===== src/rtl/mem_arbiter_pkg.sv =====
// Shared encodings and widths for the CPU/DMA memory arbiter.
// Sequencer states, bus owner, and the wait/burst counter widths.
package mem_arbiter_pkg;

   localparam int WAIT_W  = 8;
   localparam int BURST_W = 4;

   typedef enum logic [1:0] {
      ST_IDLE   = 2'd0,
      ST_SETUP  = 2'd1,
      ST_STROBE = 2'd2,
      ST_TURN   = 2'd3
   } state_e;

   typedef enum logic {
      OWN_CPU = 1'b0,
      OWN_DMA = 1'b1
   } owner_e;

   function automatic logic [WAIT_W-1:0] wait_sat_inc(input logic [WAIT_W-1:0] v);
      return (v == '1) ? v : v + WAIT_W'(1);
   endfunction

endpackage


===== src/rtl/mem_arb_pick.sv =====
// Combinational owner selection between the CPU and DMA requesters.
// CPU is preferred unless DMA is starved or is mid-burst under its burst limit.
module mem_arb_pick
   import mem_arbiter_pkg::*;
#(
   parameter int STARVE_LIM = 8,
   parameter int BURST_MAX  = 4
) (
   input  logic               cpu_req,
   input  logic               dma_req,
   input  logic [WAIT_W-1:0]  wait_cnt,
   input  logic [BURST_W-1:0] burst_cnt,
   input  logic               dma_cont,
   output owner_e             pick
);

   // A burst at its limit hands the bus back to the CPU ahead of any starvation claim.
   always_comb begin
      pick = OWN_CPU;
      if (cpu_req && dma_req) begin
         if (burst_cnt >= BURST_W'(BURST_MAX)) begin
            pick = OWN_CPU;
         end else if (dma_cont || (wait_cnt >= WAIT_W'(STARVE_LIM))) begin
            pick = OWN_DMA;
         end
      end else if (dma_req) begin
         pick = OWN_DMA;
      end
   end

endmodule


===== src/rtl/mem_arbiter.sv =====
// Two-requester (CPU, DMA) arbiter driving an async SRAM-style bus with
// registered active-low strobes; one SETUP and one STROBE cycle per access.
//
//   state     | meaning
//   ----------+-----------------------------------------------------------
//   ST_IDLE   | no access; bus parked (addr 0, strobes high)
//   ST_SETUP  | granted address on bus, strobes high
//   ST_STROBE | oe or we low for the granted direction
//   ST_TURN   | one dead cycle when ownership changes between requesters
module mem_arbiter
   import mem_arbiter_pkg::*;
#(
   parameter int ADDR_W     = 16,
   parameter int STARVE_LIM = 8,
   parameter int BURST_MAX  = 4
) (
   input  logic              clk,
   input  logic              rst,
   input  logic              cpu_req,
   input  logic [ADDR_W-1:0] cpu_addr,
   input  logic              cpu_wr,
   output logic              cpu_stall,
   input  logic              dma_req,
   input  logic [ADDR_W-1:0] dma_addr,
   input  logic              dma_wr,
   output logic              dma_done,
   output logic [ADDR_W-1:0] mem_addr,
   output logic              mem_oe,
   output logic              mem_we
);

   state_e             state, state_d;
   owner_e             owner, pend, pick, grant_own;
   logic               grant;
   logic               acc_wr;
   logic               pend_req;
   logic               dma_cont;
   logic               dma_owns;
   logic [ADDR_W-1:0]  grant_addr;
   logic               grant_wr;
   logic [WAIT_W-1:0]  wait_cnt;
   logic [BURST_W-1:0] burst_cnt;

   assign dma_cont   = (state == ST_STROBE) && (owner == OWN_DMA);
   assign dma_owns   = (state != ST_IDLE) && (owner == OWN_DMA);
   assign pend_req   = (pend == OWN_DMA) ? dma_req : cpu_req;
   assign grant_addr = (grant_own == OWN_DMA) ? dma_addr : cpu_addr;
   assign grant_wr   = (grant_own == OWN_DMA) ? dma_wr : cpu_wr;
   assign cpu_stall  = cpu_req && !((state == ST_STROBE) && (owner == OWN_CPU));

   mem_arb_pick #(
      .STARVE_LIM (STARVE_LIM),
      .BURST_MAX  (BURST_MAX)
   ) u_pick (
      .cpu_req   (cpu_req),
      .dma_req   (dma_req),
      .wait_cnt  (wait_cnt),
      .burst_cnt (burst_cnt),
      .dma_cont  (dma_cont),
      .pick      (pick)
   );

   // A request level seen in STROBE is taken as the owner's next access.
   always_comb begin
      state_d   = state;
      grant     = 1'b0;
      grant_own = pick;
      case (state)
         ST_IDLE: begin
            if (cpu_req || dma_req) begin
               grant   = 1'b1;
               state_d = ST_SETUP;
            end
         end
         ST_SETUP: state_d = ST_STROBE;
         ST_STROBE: begin
            if (!(cpu_req || dma_req)) begin
               state_d = ST_IDLE;
            end else if (pick != owner) begin
               state_d = ST_TURN;
            end else begin
               grant   = 1'b1;
               state_d = ST_SETUP;
            end
         end
         ST_TURN: begin
            if (pend_req) begin
               grant     = 1'b1;
               grant_own = pend;
               state_d   = ST_SETUP;
            end else begin
               state_d = ST_IDLE;
            end
         end
         default: state_d = ST_IDLE;
      endcase
   end

   always_ff @(posedge clk) begin
      if (!rst) begin
         state     <= ST_IDLE;
         owner     <= OWN_CPU;
         pend      <= OWN_CPU;
         acc_wr    <= 1'b0;
         mem_addr  <= '0;
         wait_cnt  <= '0;
         burst_cnt <= '0;
         mem_oe    <= 1'b1;
         mem_we    <= 1'b1;
         dma_done  <= 1'b0;
      end else begin
         state <= state_d;
         if (grant) begin
            owner    <= grant_own;
            acc_wr   <= grant_wr;
            mem_addr <= grant_addr;
         end else if (state_d == ST_IDLE) begin
            mem_addr <= '0;
         end
         if ((state == ST_STROBE) && (state_d == ST_TURN)) begin
            pend <= pick;
         end
         if (grant && (grant_own == OWN_DMA)) begin
            wait_cnt <= '0;
         end else if (dma_req && !dma_owns) begin
            wait_cnt <= wait_sat_inc(wait_cnt);
         end
         if (grant && (grant_own == OWN_CPU)) begin
            burst_cnt <= '0;
         end else if (grant) begin
            burst_cnt <= (burst_cnt == '1) ? burst_cnt : burst_cnt + BURST_W'(1);
         end
         // SETUP is always followed by STROBE, so strobes are decoded one cycle early.
         mem_oe   <= !((state == ST_SETUP) && !acc_wr);
         mem_we   <= !((state == ST_SETUP) && acc_wr);
         dma_done <= (state == ST_STROBE) && (owner == OWN_DMA);
      end
   end

endmodule


===== config.mk =====
export PLATFORM = sky130hd
export DESIGN_NAME = mem_arbiter
export DESIGN_NICKNAME = d
export VERILOG_FILES = /design/src/rtl/mem_arbiter_pkg.sv /design/src/rtl/mem_arb_pick.sv /design/src/rtl/mem_arbiter.sv
export SDC_FILE = /design/constraint.sdc
export NUM_CORES = 1
export LEC_CHECK = 0
export ABC_AREA = 1
export BUFFER_PORTS_ARGS = -buffer_cell sky130_fd_sc_hd__buf_2
export CAP_MARGIN = 5
export CELL_PAD_IN_SITES_DETAIL_PLACEMENT = 1
export CELL_PAD_IN_SITES_GLOBAL_PLACEMENT = 2
export CORE_MARGIN = 2
export CORE_UTILIZATION = 30
export DETAILED_ROUTE_END_ITERATION = 10
export PLACE_DENSITY = 0.94
export SETUP_SLACK_MARGIN = 0.02
export SLEW_MARGIN = 25
export SYNTH_ARGS = -nofsm -noshare
export SYNTH_HDL_FRONTEND = slang
export SYNTH_SLANG_ARGS = --single-unit

===== constraint.sdc =====
create_clock -name clk -period 2.25 [get_ports clk]
set_input_delay 0.45 -clock clk [delete_from_list [all_inputs] [get_ports clk]]
set_output_delay 0.45 -clock clk [all_outputs]
set_load 0.005 [all_outputs]

==> results of run 1 <==
worst register-to-register path: cells and delay by family (launching register included):
family | cells | cell delay, ns
adders and majority gates | 1 | 0.16
DFF | 1 | 0.37
buffers and inverters | 2 | 0.12
and+or+nand+nor | 9 | 1.04
how the worst max path moves through the flow:
stage / from / to / slack, ns / cells past startpoint
floorplan: wait_cnt[0] / wait_cnt[7] / 0.77 / 12
global route: wait_cnt[0] / wait_cnt[7] / 0.22 / 12
global placement: cpu_req / wait_cnt[7] / 0.45 / 8
finish: wait_cnt[0] / wait_cnt[7] / 0.46 / 12
CTS: wait_cnt[3] / wait_cnt[7] / 0.45 / 12
detailed placement: cpu_req / burst_cnt[0] / 0.38 / 8
cell families after synthesis:
logic type / share of synthesized area
buffers and inverters: 0.0887
adders and majority gates: 0.0193
AOI/OAI and AO/OA: 0.115
and+or+nand+nor: 0.375
DFF: 0.370
xor gates and xnor gates: 0.0315
where the power goes:
group          leakage (uW)  switching [uW]  internal [uW]
logic              0.000773             178            111
clock network     0.0000503             223            273
registers          0.000294            29.0            677
total               0.00112             430           1060
routing by layer:
metal	up-vias	global-route usage	wire, um
met2	40	0.243	2400
li1	980	-	-
met3	6	0.0354	226
met4	0	0.0476	70
met5	-	0	0
met1	871	0.183	2320
layout make-up:
type	instances	area (um^2)
fillers	846	3940
multi-input cells	200	1050
flip-flops and latches	36	721
repair buffers	59	300
inverters	29	109
clock buffers	7	96.3
well taps	77	96.3
sequential cells by signal (all words and copies together), names as in the netlist:
name / cells
state: 2
mem_we: 1
wait_cnt: 8
pend: 1
mem_addr: 16
dma_done: 1
owner: 1
burst_cnt: 4
mem_oe: 1
acc_wr: 1
cells in the mapped netlist (3+ instances only):
library cell,instances,share of area
sky130_fd_sc_hd__nand2_1,78,0.15
sky130_fd_sc_hd__dfxtp_1,36,0.37
sky130_fd_sc_hd__nand3_1,28,0.072
sky130_fd_sc_hd__inv_1,26,0.050
sky130_fd_sc_hd__nor2_1,22,0.042
sky130_fd_sc_hd__nand2_2,17,0.055
sky130_fd_sc_hd__a21oi_1,15,0.039
sky130_fd_sc_hd__a21oi_2,10,0.045
sky130_fd_sc_hd__o21ai_0,5,0.013
sky130_fd_sc_hd__xor2_1,5,0.022
sky130_fd_sc_hd__ha_1,3,0.019
sky130_fd_sc_hd__inv_2,3,0.0058
sky130_fd_sc_hd__nand2_4,3,0.017
sky130_fd_sc_hd__nand3_2,3,0.015
sky130_fd_sc_hd__nor3_1,3,0.0077
cells in the final DEF, fill, tap and decap left out, drive strengths merged, types with 2 or more instances in the layout:
| master | synthesis | layout |
|---|---|---|
| xor2 | 5 | 5 |
| inv | 29 | 29 |
| nand3 | 32 | 32 |
| dfxtp | 36 | 36 |
| xnor2 | 2 | 2 |
| clkbuf | 2 | 7 |
| nor3 | 3 | 3 |
| nand2 | 98 | 98 |
| nor2 | 23 | 23 |
| o21ai | 5 | 5 |
| buf | 6 | 59 |
| a21oi | 25 | 25 |
| ha | 3 | 3 |
per-stage QoR:
stage               setup WS, ns   util  cells
finish                     0.460  0.376    408
floorplan                  0.774      -    273
detailed placement         0.376  0.361    401
global placement           0.450  0.361    401
global route               0.221  0.376    408
CTS                        0.445  0.376    408
==> results list, run 1 <==
* Clock latency of the later-clocked register in the worst-skew pair: 0.28 ns
- The worst register-to-register path ends at wait_cnt[7].
- Maximum number of pins on one net before global-route repair: 26
- At the end of routability-driven placement, the weighted congestion stood at 0.768.
* Max-Cap Viols: 0
- For flop-to-flop paths, the worst setup slack is 0.46 ns.
- Post-Route Hold Slack: 0.415 ns
* Most used flip-flop cell after synthesis: sky130_fd_sc_hd__dfxtp_1
- Die outline area: 7150 um^2
- For this run, the total global-route usage over all layers was measured as 0.145.
- In the final layout, the share of cells above drive strength 1 is 0.317.
* Biggest cell delay along the critical path: 0.37 ns
- The clock arrives with 0.00319 ns of skew.
* Total chip power: 1490 uW
- The die is 84.6 um wide.
- Dividing total power by cell area gives a power density of 628 nW/um^2.
- Of all flip-flops after synthesis, the portion carrying an async set or reset was 0.
- Count of buffering cells on the critical path with inverters included: 2
- Antenna violations before repair: 0
- STA classifies the critical path endpoint as a flop.
* Post-CTS setup-driven buffer insertion count: 0
* Highest fanout seen on the critical path: 5
* Via Count: 1897
* Global route total overflow: 0
- Broken down by cell family, the worst path's largest delay share belongs to simple AND/OR/NAND/NOR gates.
- Setup repair after global routing left no endpoint under its margin.
- In this run the most critical hold path is launched from rst.
- In this run the tightest slew margin relative to its limit is 0.748.
* Synth unique cells: 27
* DRC violation count after routing: 0
* Post-detailed-route wirelength per cell: 12.3 um
- Final routed wirelength across all metal layers: 5020 um
- After clock tree synthesis, the clock-pin slew on the worst setup and hold paths is 0.07 ns.
* Final Hold Fails: 0
* Global-route wire length before repair: 8420 um
- STA puts the critical path data required time at 2.43 ns.
- After the first detailed-routing iteration, the DRC count stood at 27.
- In this run the critical register-to-register path is launched from wait_cnt[0].
- Portion of the post-synthesis area used by sequential elements: 0.370
- IO Port Bufs: 57
- Kind of launch point of the worst setup path: flop
- Num CTS Buffers: 5
- Worst hold path cell count: 2
* Max Clk Rate: 0.559 GHz
- Counting flops with a built-in enable in the synthesized netlist gives 0.
- For this design the static power due to leakage is 0.00112 uW.
- Logic depth of the worst register-to-register path: 12
- Total Neg Setup Slack: 0 ns
* Core Box Area: 6310 um^2
* HPWL after detailed placement: 3880 um
- Cell area after placement: 2280 um^2
- At the end of the flow, the number of nets in the layout was 372.
* Vias per Instance: 4.65
* Post-synthesis to final-layout area growth: 22.0%
- VDD sags by at most 0.248 mV.
* Pre-Repair DR Iteration Count: 4
* Site Rows: 29
- Type of the most critical hold path: in -> reg
- The critical path goes through ha_1 -> inv_1 -> nor3_1 -> nand4_1 -> nand2_1 -> nor2_1 -> nand3_1 -> nor2_1 -> nand2_1 -> nand2_1 -> inv_1 -> nor2_1.
- The initial utilization of the core area, before any placement, comes to 0.308.
* Via count of the first global-routing pass: 1860
- The mapped netlist covers 1950 um^2.
* Number of H-tree levels: 2
- Maximum clock insertion buffer count: 2
- 58 I/O pins were placed.
- Crit path arrival time: 1.97 ns
- Synthesis produced a netlist with a net count of 314.
- Synth Warn #: 0
- Clock root cell: sky130_fd_sc_hd__clkbuf_8
* CP max-delay cell: sky130_fd_sc_hd__dfxtp_1
- Final ANT Viol Nets: 0
- Number of pins exceeding their max-slew limit in the final report: 0
- For the pin with the worst max-slew slack, the measured transition is 0.378 ns.
- The setup path with the least slack is of type reg -> reg.
- The synthesized design contains 36 register bits.
- After layout, the minimum clock period comes to 1.79 ns.
* Endpoint of the worst hold path: mem_oe
- TritonCTS built the clock tree.
- Antenna Cells: 0
* Count of clock tree sinks: 36
- In this run, post-CTS repair resized a total of 0 instances.
* Non-Filler Cell Area, Final: 2380 um^2
- The flow ran to the end, and the final reports show no timing, DRC or antenna violations.
- Setup violations remaining at the end of the flow were counted as 0.
* Die Span Y: 84.6 um
* Synthesized instance count: 273
* Hold-fix buffer count after cts: 0
* Final critical-path share of the clock period: 0.796
* Syn_area_per_cell: 7.13 um^2
(Power assumes the default switching activity.)
==> run 2, diff against run 1 <==
- CORE_UTILIZATION: 30 -> 25
- PLACE_DENSITY: 0.94 -> 0.85
- clock period: 2.25 -> 1.6 ns (I/O delays scaled with it)
==> run 2 against run 1 <==
The run now ends with setup timing left. Largest power group unchanged. Hold slack lost 0.089 ns. Sequential share of layout area fell by 5.4 points. Worst setup slack worse by 0.48 ns. Critical path depth fell by 1. Core utilization is 1.2 points higher.
==> results list, run 2 (synthesis gave the netlist of run 1 again) <==
- Number of non-filler instances in the completed layout: 459 (+13%)
- The maximum vdd drop was 0.266 mV (+7.0%).
- The measured slew at the worst slew-check pin was 0.418 ns (+0.0400 ns).
* Share of final-layout standard cells stronger than drive strength 1: 0.532 (+0.215)
* End-of-flow core utilization: 0.388 (+0.0121)
- Internal reg-to-reg setup slack: -0.02 ns (-0.48 ns)
- Antenna Cells: 0 (unchanged)
- Die outline area: 8510 um^2 (+19%)
- The post-detailed-route via-to-cell ratio is 4.38 (-5.8%).
* Logic depth of the worst register-to-register path: 11 (-1)
- The total routing usage reported by global routing came to 0.139 (-0.00631).
- The clock latency reported for the late side of the worst-skew pair was 0.30 ns (+0.02 ns).
- The total vias in the final route came to 2010 (+6.0%).
* Number of pins exceeding their max-slew limit in the final report: 0 (unchanged)
- Post-synthesis to final-layout area growth: 52.6%
- The data arrival at the endpoint of the critical path was 1.79 ns (-0.18 ns).
* Hold-fix buffer count after cts: 0 (unchanged)
- Final worst path period need: 1.62 ns (-0.172 ns)
- Starting Density: 0.255 (-0.0538)
- Via count of the first global-routing pass: 2019 (+8.5%)
* Result of the run: finished, violations left
* Non-Filler Cell Area, Final: 2970 um^2 (+25%)
* Total chip power: 2330 uW (+56%)
- Core Box Area: 7650 um^2 (+21%)
- Top library cells by usage in the layout, fill and taps aside: sky130_fd_sc_hd__buf_2, sky130_fd_sc_hd__nand2_1, sky130_fd_sc_hd__nand2_2, sky130_fd_sc_hd__dfxtp_1, sky130_fd_sc_hd__nand3_1
- The number of max-cap violations is 0 (unchanged).
* RSZ-0062 raised after global routing: true
* R2r startpoint: wait_cnt[3]
- The normalized max-slew margin came to 0.721 (-0.0270).
- The checks that failed: setup timing.
* Metal2 WL: 3390 um (+41%)
* X dimension of the die: 92.2 um (+9.1%)
- The final setup violation count was 1 (+1).
* Ordered cell list for the critical path: inv_2 -> nand2_2 -> nor2_2 -> nand3_2 -> nand2_4 -> nand2_4 -> nand2_4 -> nand2_4 -> buf_4 -> o31ai_1 -> a21oi_1
* Biggest cell delay along the critical path: 0.35 ns (-0.02 ns)
* Highest fanout seen on the critical path: 3 (-2)
- Cell area after placement: 2420 um^2 (+6.1%)
- Worst EP required: 1.78 ns (-0.65 ns)
* Most used cell, CP: sky130_fd_sc_hd__nand2_4
- The count of input and output buffers was 57 (unchanged).
* Clk_skew: 0.00596 ns (+0.00277 ns)
- In this run the most critical hold path is launched from rst.
* Net count, final: 397 (+6.7%)
- Final critical-path share of the clock period: 1.01 (+0.215)
- The wire length on met3 came to 226 um (unchanged).
* Most common cell after layout, fill and taps aside: sky130_fd_sc_hd__buf_2
- Final ANT Viol Nets: 0 (unchanged)
* Site Rows: 32 (+10%)
- The H-tree depth is 2 (unchanged).
- Worst reg2reg path endpoint: pend
* Die Span Y: 92.2 um (+9.1%)
* Placed cells: 437 (+9.0%)
* Worst hold path cell count: 2 (unchanged)
* Met1 wire length: 2660 um (+15%)
- The most critical setup path has its endpoint at pend.
- Crit Path Category: reg -> reg
- Maximum clock insertion buffer count: 2 (unchanged)
- The total iterations of the first detailed-routing run came to 4 (unchanged).
- The clock-pin slew reported for the worst setup and hold paths after clock tree synthesis came to 0.08 ns (about the same).
- The overall overflow remaining after global route came to 0 (unchanged).
* CTS tree: yes
- HPWL after detailed placement: 4220 um (+8.7%)
- Post-detailed-route wirelength per cell: 13.8 um (+12%)
- Antenna violations before repair: 0 (unchanged)
- Maximum number of pins on one net before global-route repair: 19 (-27%)
- The root buffer cell chosen for the clock tree is sky130_fd_sc_hd__clkbuf_8.
* CP max-delay cell: sky130_fd_sc_hd__dfxtp_4
- The highest layer touched by signal routing is met4.
- Crit path launch: wait_cnt[3]
- Global-route wire length before repair: 9300 um (+10%)
* Num CTS Buffers: 5 (unchanged)
- Largest registers ranked by flip-flop count: mem_addr (16), wait_cnt (8), burst_cnt (4)
- Final Hold Fails: 0 (unchanged)
* Count of clock tree sinks: 36 (unchanged)
- The final RePlAce weighted congestion came to 0.789 (+2.7%).
- The flip-flop count of the largest register after layout was 16 (unchanged).
- STA classifies the critical path startpoint as a flop.
- Max Clk Rate: 0.618 GHz (+11%)
- The violation count after the first detailed-route iteration is 32 (+19%).
- Register ranked first by flip-flop count: mem_addr
- The number of fillers in the final layout was 946 (+12%).
- DRC violation count after routing: 0 (unchanged)
- Type of the most critical hold path: in -> reg
- CP endpoint kind: flop
- Final routed wirelength across all metal layers: 6340 um (+26%)
- The number of ports placed on the die boundary came to 58 (unchanged).
- Static leakage: 0.00134 uW (+20%)
* Pwr per Cell Area: 785 nW/um^2 (+25%)
- Final worst-path setup slack: -0.0175 ns (-0.478 ns)
-- run 2: worst min path at each step --
stage                  endpoint  slack [ns]
floorplan                mem_oe        0.39
global placement    mem_addr[7]        0.45
detailed placement  mem_addr[7]        0.46
CTS                      mem_oe        0.32
global route             mem_oe        0.33
finish                   mem_oe        0.33
-- run 2: final cells by class --
class	instances	area [um^2]	share of cell area
clock inverters	1	7.51	0.00253
multi-input cells	202	1370	0.462
clock buffers	7	86.3	0.0291
well taps	102	128	0.0430
flip-flops and latches	36	742	0.250
inverters	29	114	0.0383
repair buffers	82	520	0.175
-- run 2: timing repair --
action,in CTS,in global routing
endpoints found under the hold margin,0,0
gates cloned,1,2
setup buffers,0,11
pin swaps,2,35
gates resized for setup,17,84
setup endpoints to repair,31,31
-- run 2: stage by stage --
| stage | hold slack, ns | TNS, ns | worst slack (ns) |
|---|---|---|---|
| floorplan | 0.389 | 0 | 0.124 |
| global placement | 0.451 | -0.0643 | -0.0470 |
| detailed placement | 0.458 | -0.651 | -0.0981 |
| CTS | 0.316 | 0 | 0.0241 |
| global route | 0.327 | -1.86 | -0.107 |
| finish | 0.326 | -0.0175 | -0.0175 |
-- run 2: power by group --
group / leakage (uW) / internal, uW / total [uW] / switching, uW
Combinational: 0.00100 / 263 / 620 / 357
Clock: 0.0000445 / 350 / 713 / 363
Sequential: 0.000299 / 950 / 1000 / 50.4
Total: 0.00134 / 1560 / 2330 / 770
-- run 2: critical path, delay by kind of cell, from the launching register on --
kind	cells	cell delay, ns
flops	1	0.35
compound gates	2	0.38
simple gates	7	0.55
buf+inv	2	0.20
-- run 2: per-layer routing --
metal	vias up	track usage
li1	1031	-
met1	939	0.166
met2	34	0.243
met3	6	0.0378
met4	0	0.0410
met5	-	0
==> run 3, diff against run 2 <==
- BUFFER_PORTS_ARGS: -buffer_cell sky130_fd_sc_hd__buf_2 -> -buffer_cell sky130_fd_sc_hd__clkbuf_2
==> run 3 against run 2 <==
The flow now finishes without violations. Critical path depth increased by 2. Worst setup slack improved by 0.038 ns. Combinational power about the same. Clock power decreased by 2%. Sequential share of layout area increased by 0.24 points. Routed wire length decreased by 4.4%. Clock-buffer cell count unchanged. Non-clock buffer count decreased by 3. Hold slack improved by 0.032 ns. First-iteration DRC count increased by 53%.
==> results list, run 3 (synthesis gave the netlist of run 1 again) <==
- The net total in the final layout is 394 (-0.76%).
- The flip-flop count of the largest register after layout is 16 (unchanged).
* Die outline area: 8510 um^2 (unchanged)
- Largest registers ranked by flip-flop count: mem_addr (16), wait_cnt (8), burst_cnt (4)
- Total chip power: 2320 uW (-0.54%)
* Crit path launch: wait_cnt[3]
- CP endpoint kind: flop
- The quantity of hold-fixing buffers added after cts was 0 (unchanged).
* Total Routing Usage GR: 0.135 (-0.00399)
* Placement Setup Slack: -0.0752 ns (+0.0229 ns)
- The share of the clock period used by the worst path came to 0.987 (-0.0235).
* Iteration-0 DRC count of the detailed router: 49 (+53%)
- The endpoint identified for the worst register-to-register timing path is mem_addr[7].
- TritonCTS built the clock tree.
- The overall overflow remaining after global route was 0 (unchanged).
- Register ranked first by flip-flop count: mem_addr
- The H-tree depth came to 2 (unchanged).
- RSZ-0062 raised after global routing: true
* Clock latency of the later-clocked register in the worst-skew pair: 0.29 ns (about the same)
* Max-Cap Viols: 0 (unchanged)
* Vias per Instance: 4.36 (-0.34%)
* Final worst-path setup slack: 0.0201 ns (+0.0376 ns)
- The worst hold margin came to 0.359 ns (+0.0323 ns).
- Logic depth of the worst register-to-register path: 13 (+2)
- Top library cells by usage in the layout, fill and taps aside: sky130_fd_sc_hd__nand2_1, sky130_fd_sc_hd__clkbuf_2, sky130_fd_sc_hd__dfxtp_1
- The highest net fanout along the worst path was 6 (+3).
- The count of antenna-violating nets left after detailed routing came to 0 (unchanged).
* HP Start: cpu_addr[11]
- Relative to the synthesized area, the layout overhead comes to 49.6%.
- Worst hold path cell count: 5 (+3)
- Fill cell total of the finished layout: 933 (-1.4%)
- The layout cell share with drive strength beyond 1 came to 0.503 (-0.0294).
* Starting Density: 0.255 (unchanged)
* Maximum number of pins on one net before global-route repair: 19 (unchanged)
- The final-report hold violation count was 0 (unchanged).
- The wire length after detailed routing is 6060 um (-4.4%).
* Non-Filler Cell Area, Final: 2910 um^2 (-1.9%)
- The number of global-route vias before repair was 1922 (-4.8%).
- Count of clock tree sinks: 36 (unchanged)
- The clock-pin slew reported for the worst setup and hold paths after clock tree synthesis was 0.08 ns (about the same).
* Cell area after placement: 2420 um^2 (+0.10%)
- The remaining design rule violation count came to 0 (unchanged).
- The critical path in this run is classified as reg -> reg.
- Type of the most critical hold path: in -> reg
* Clk_skew: 0.00350 ns (-0.00246 ns)
- The endpoint required time on the critical path was 1.79 ns (about the same).
- Most common cell after layout, fill and taps aside: sky130_fd_sc_hd__nand2_1
* Via Count: 1990 (-1.0%)
- Slew Limit Headroom: 0.714 (-0.00668)
* Core Box Area: 7650 um^2 (unchanged)
* Number of pins exceeding their max-slew limit in the final report: 0 (unchanged)
- The number of ports placed on the die boundary came to 58 (unchanged).
- The tree is rooted in a sky130_fd_sc_hd__clkbuf_8.
- The achievable clock frequency was 0.633 GHz (+2.4%).
- The total iterations of the first detailed-routing run is 4 (unchanged).
- The wire length per cell was 13.3 um (-3.8%).
* Measured slew at the worst slew-check pin: 0.429 ns (+0.0105 ns)
- End-of-flow core utilization: 0.381 (-0.00753)
* R2r startpoint: wait_cnt[3]
- Internal reg-to-reg setup slack: 0.02 ns (+0.04 ns)
* Antenna violations before repair: 0 (unchanged)
- The final setup violation count was 0 (-1).
- The areal power density over the cells is 796 nW/um^2 (+1.4%).
* Final worst path period need: 1.58 ns (-0.0376 ns)
- Worst IR drop on VDD: 0.326 mV (+23%)
- The leakage power figure is 0.00133 uW (-1.2%).
- The largest buffer count on any clock path is 2 (unchanged).
- Last weighted congestion value of the routability-driven placer: 0.728 (-7.7%)
- HPWL after detailed placement: 4190 um (-0.73%)
- Result of the run: completed
- The count of inserted antenna diode cells came to 0 (unchanged).
- Global-route wire length before repair: 9190 um (-1.2%)
- Die Span Y: 92.2 um (unchanged)
- Crit path arrival time: 1.77 ns (-0.02 ns)
- Num CTS Buffers: 5 (unchanged)
* X dimension of the die: 92.2 um (unchanged)
- The floorplan row count came to 32 (unchanged).
* Kind of launch point of the worst setup path: flop
* Endpoint of the worst hold path: mem_addr[11]
- The count of input and output buffers is 57 (unchanged).
## run 3: cell types whose count changed in the layout (fill, tap and decap cells not counted), moves of 4 or more
| cell | delta |
|---|---|
| sky130_fd_sc_hd__clkbuf_2 | +57 |
| sky130_fd_sc_hd__nand2_1 | +6 |
| sky130_fd_sc_hd__buf_2 | -57 |
| sky130_fd_sc_hd__a21oi_2 | -4 |
| sky130_fd_sc_hd__a21oi_1 | +4 |
## run 3: how the worst max path moves through the flow
stage,end,slack (ns),depth (start not counted)
final,mem_addr[7],0.02,13
after detailed placement,wait_cnt[7],-0.08,11
after floorplan,wait_cnt[7],0.12,12
after CTS,wait_cnt[7],0.008,11
after global routing,mem_addr[13],-0.1,13
after global placement,wait_cnt[7],-0.05,11
## run 3: worst max-delay path, stage by stage (launching register included)
cell	delay [ns]
sky130_fd_sc_hd__dfxtp_4	0.37
sky130_fd_sc_hd__inv_2	0.05
sky130_fd_sc_hd__nand2_2	0.04
sky130_fd_sc_hd__nor2_2	0.08
sky130_fd_sc_hd__nand3_2	0.07
sky130_fd_sc_hd__nand2_2	0.09
sky130_fd_sc_hd__nand2_2	0.08
sky130_fd_sc_hd__nand2_2	0.08
sky130_fd_sc_hd__nand2_4	0.07
sky130_fd_sc_hd__nand3_4	0.13
sky130_fd_sc_hd__nand2_8	0.10
sky130_fd_sc_hd__clkbuf_16	0.18
sky130_fd_sc_hd__nand2_1	0.07
sky130_fd_sc_hd__a21oi_2	0.05
## run 3: cell type report
type                            count  area, um^2  share of cell area
Clock inverter                      1        7.51             0.00258
Multi-Input combinational cell    202        1340               0.461
Tap cell                          102         128              0.0438
Clock buffer                        7        86.3              0.0296
Sequential cell                    36         734               0.252
Timing Repair Buffer               79         499               0.171
Inverter                           29         114              0.0391
## run 3: through the flow
| step | TNS [ns] | std cells |
|---|---|---|
| 2_1_floorplan | 0 | 273 |
| 3_3_place_gp | -0.0563 | 439 |
| 3_5_place_dp | -0.391 | 439 |
| 4_1_cts | 0 | 449 |
| 5_1_grt | -2.14 | 456 |
| 6_report | 0 | 456 |
## run 3: routing by layer
layer  vias to the layer above  GRT usage  share of wire
met1                       913      0.173           0.45
li1                       1026          -              -
met3                         9     0.0320          0.041
met2                        42      0.224           0.49
met4                         0     0.0423          0.017
met5                         -          0              0
## run 3: power by group
part | internal (uW) | total, uW | switching, uW
clock | 350 | 701 | 350
sequential | 952 | 1000 | 49.4
combinational | 266 | 618 | 352
## run 3: what timing repair did
action	in CTS	in global routing
gates resized for setup	13	71
pin swaps	2	22
buffers inserted	0	6
cloned	2	1
endpoints found under the setup margin	28	31
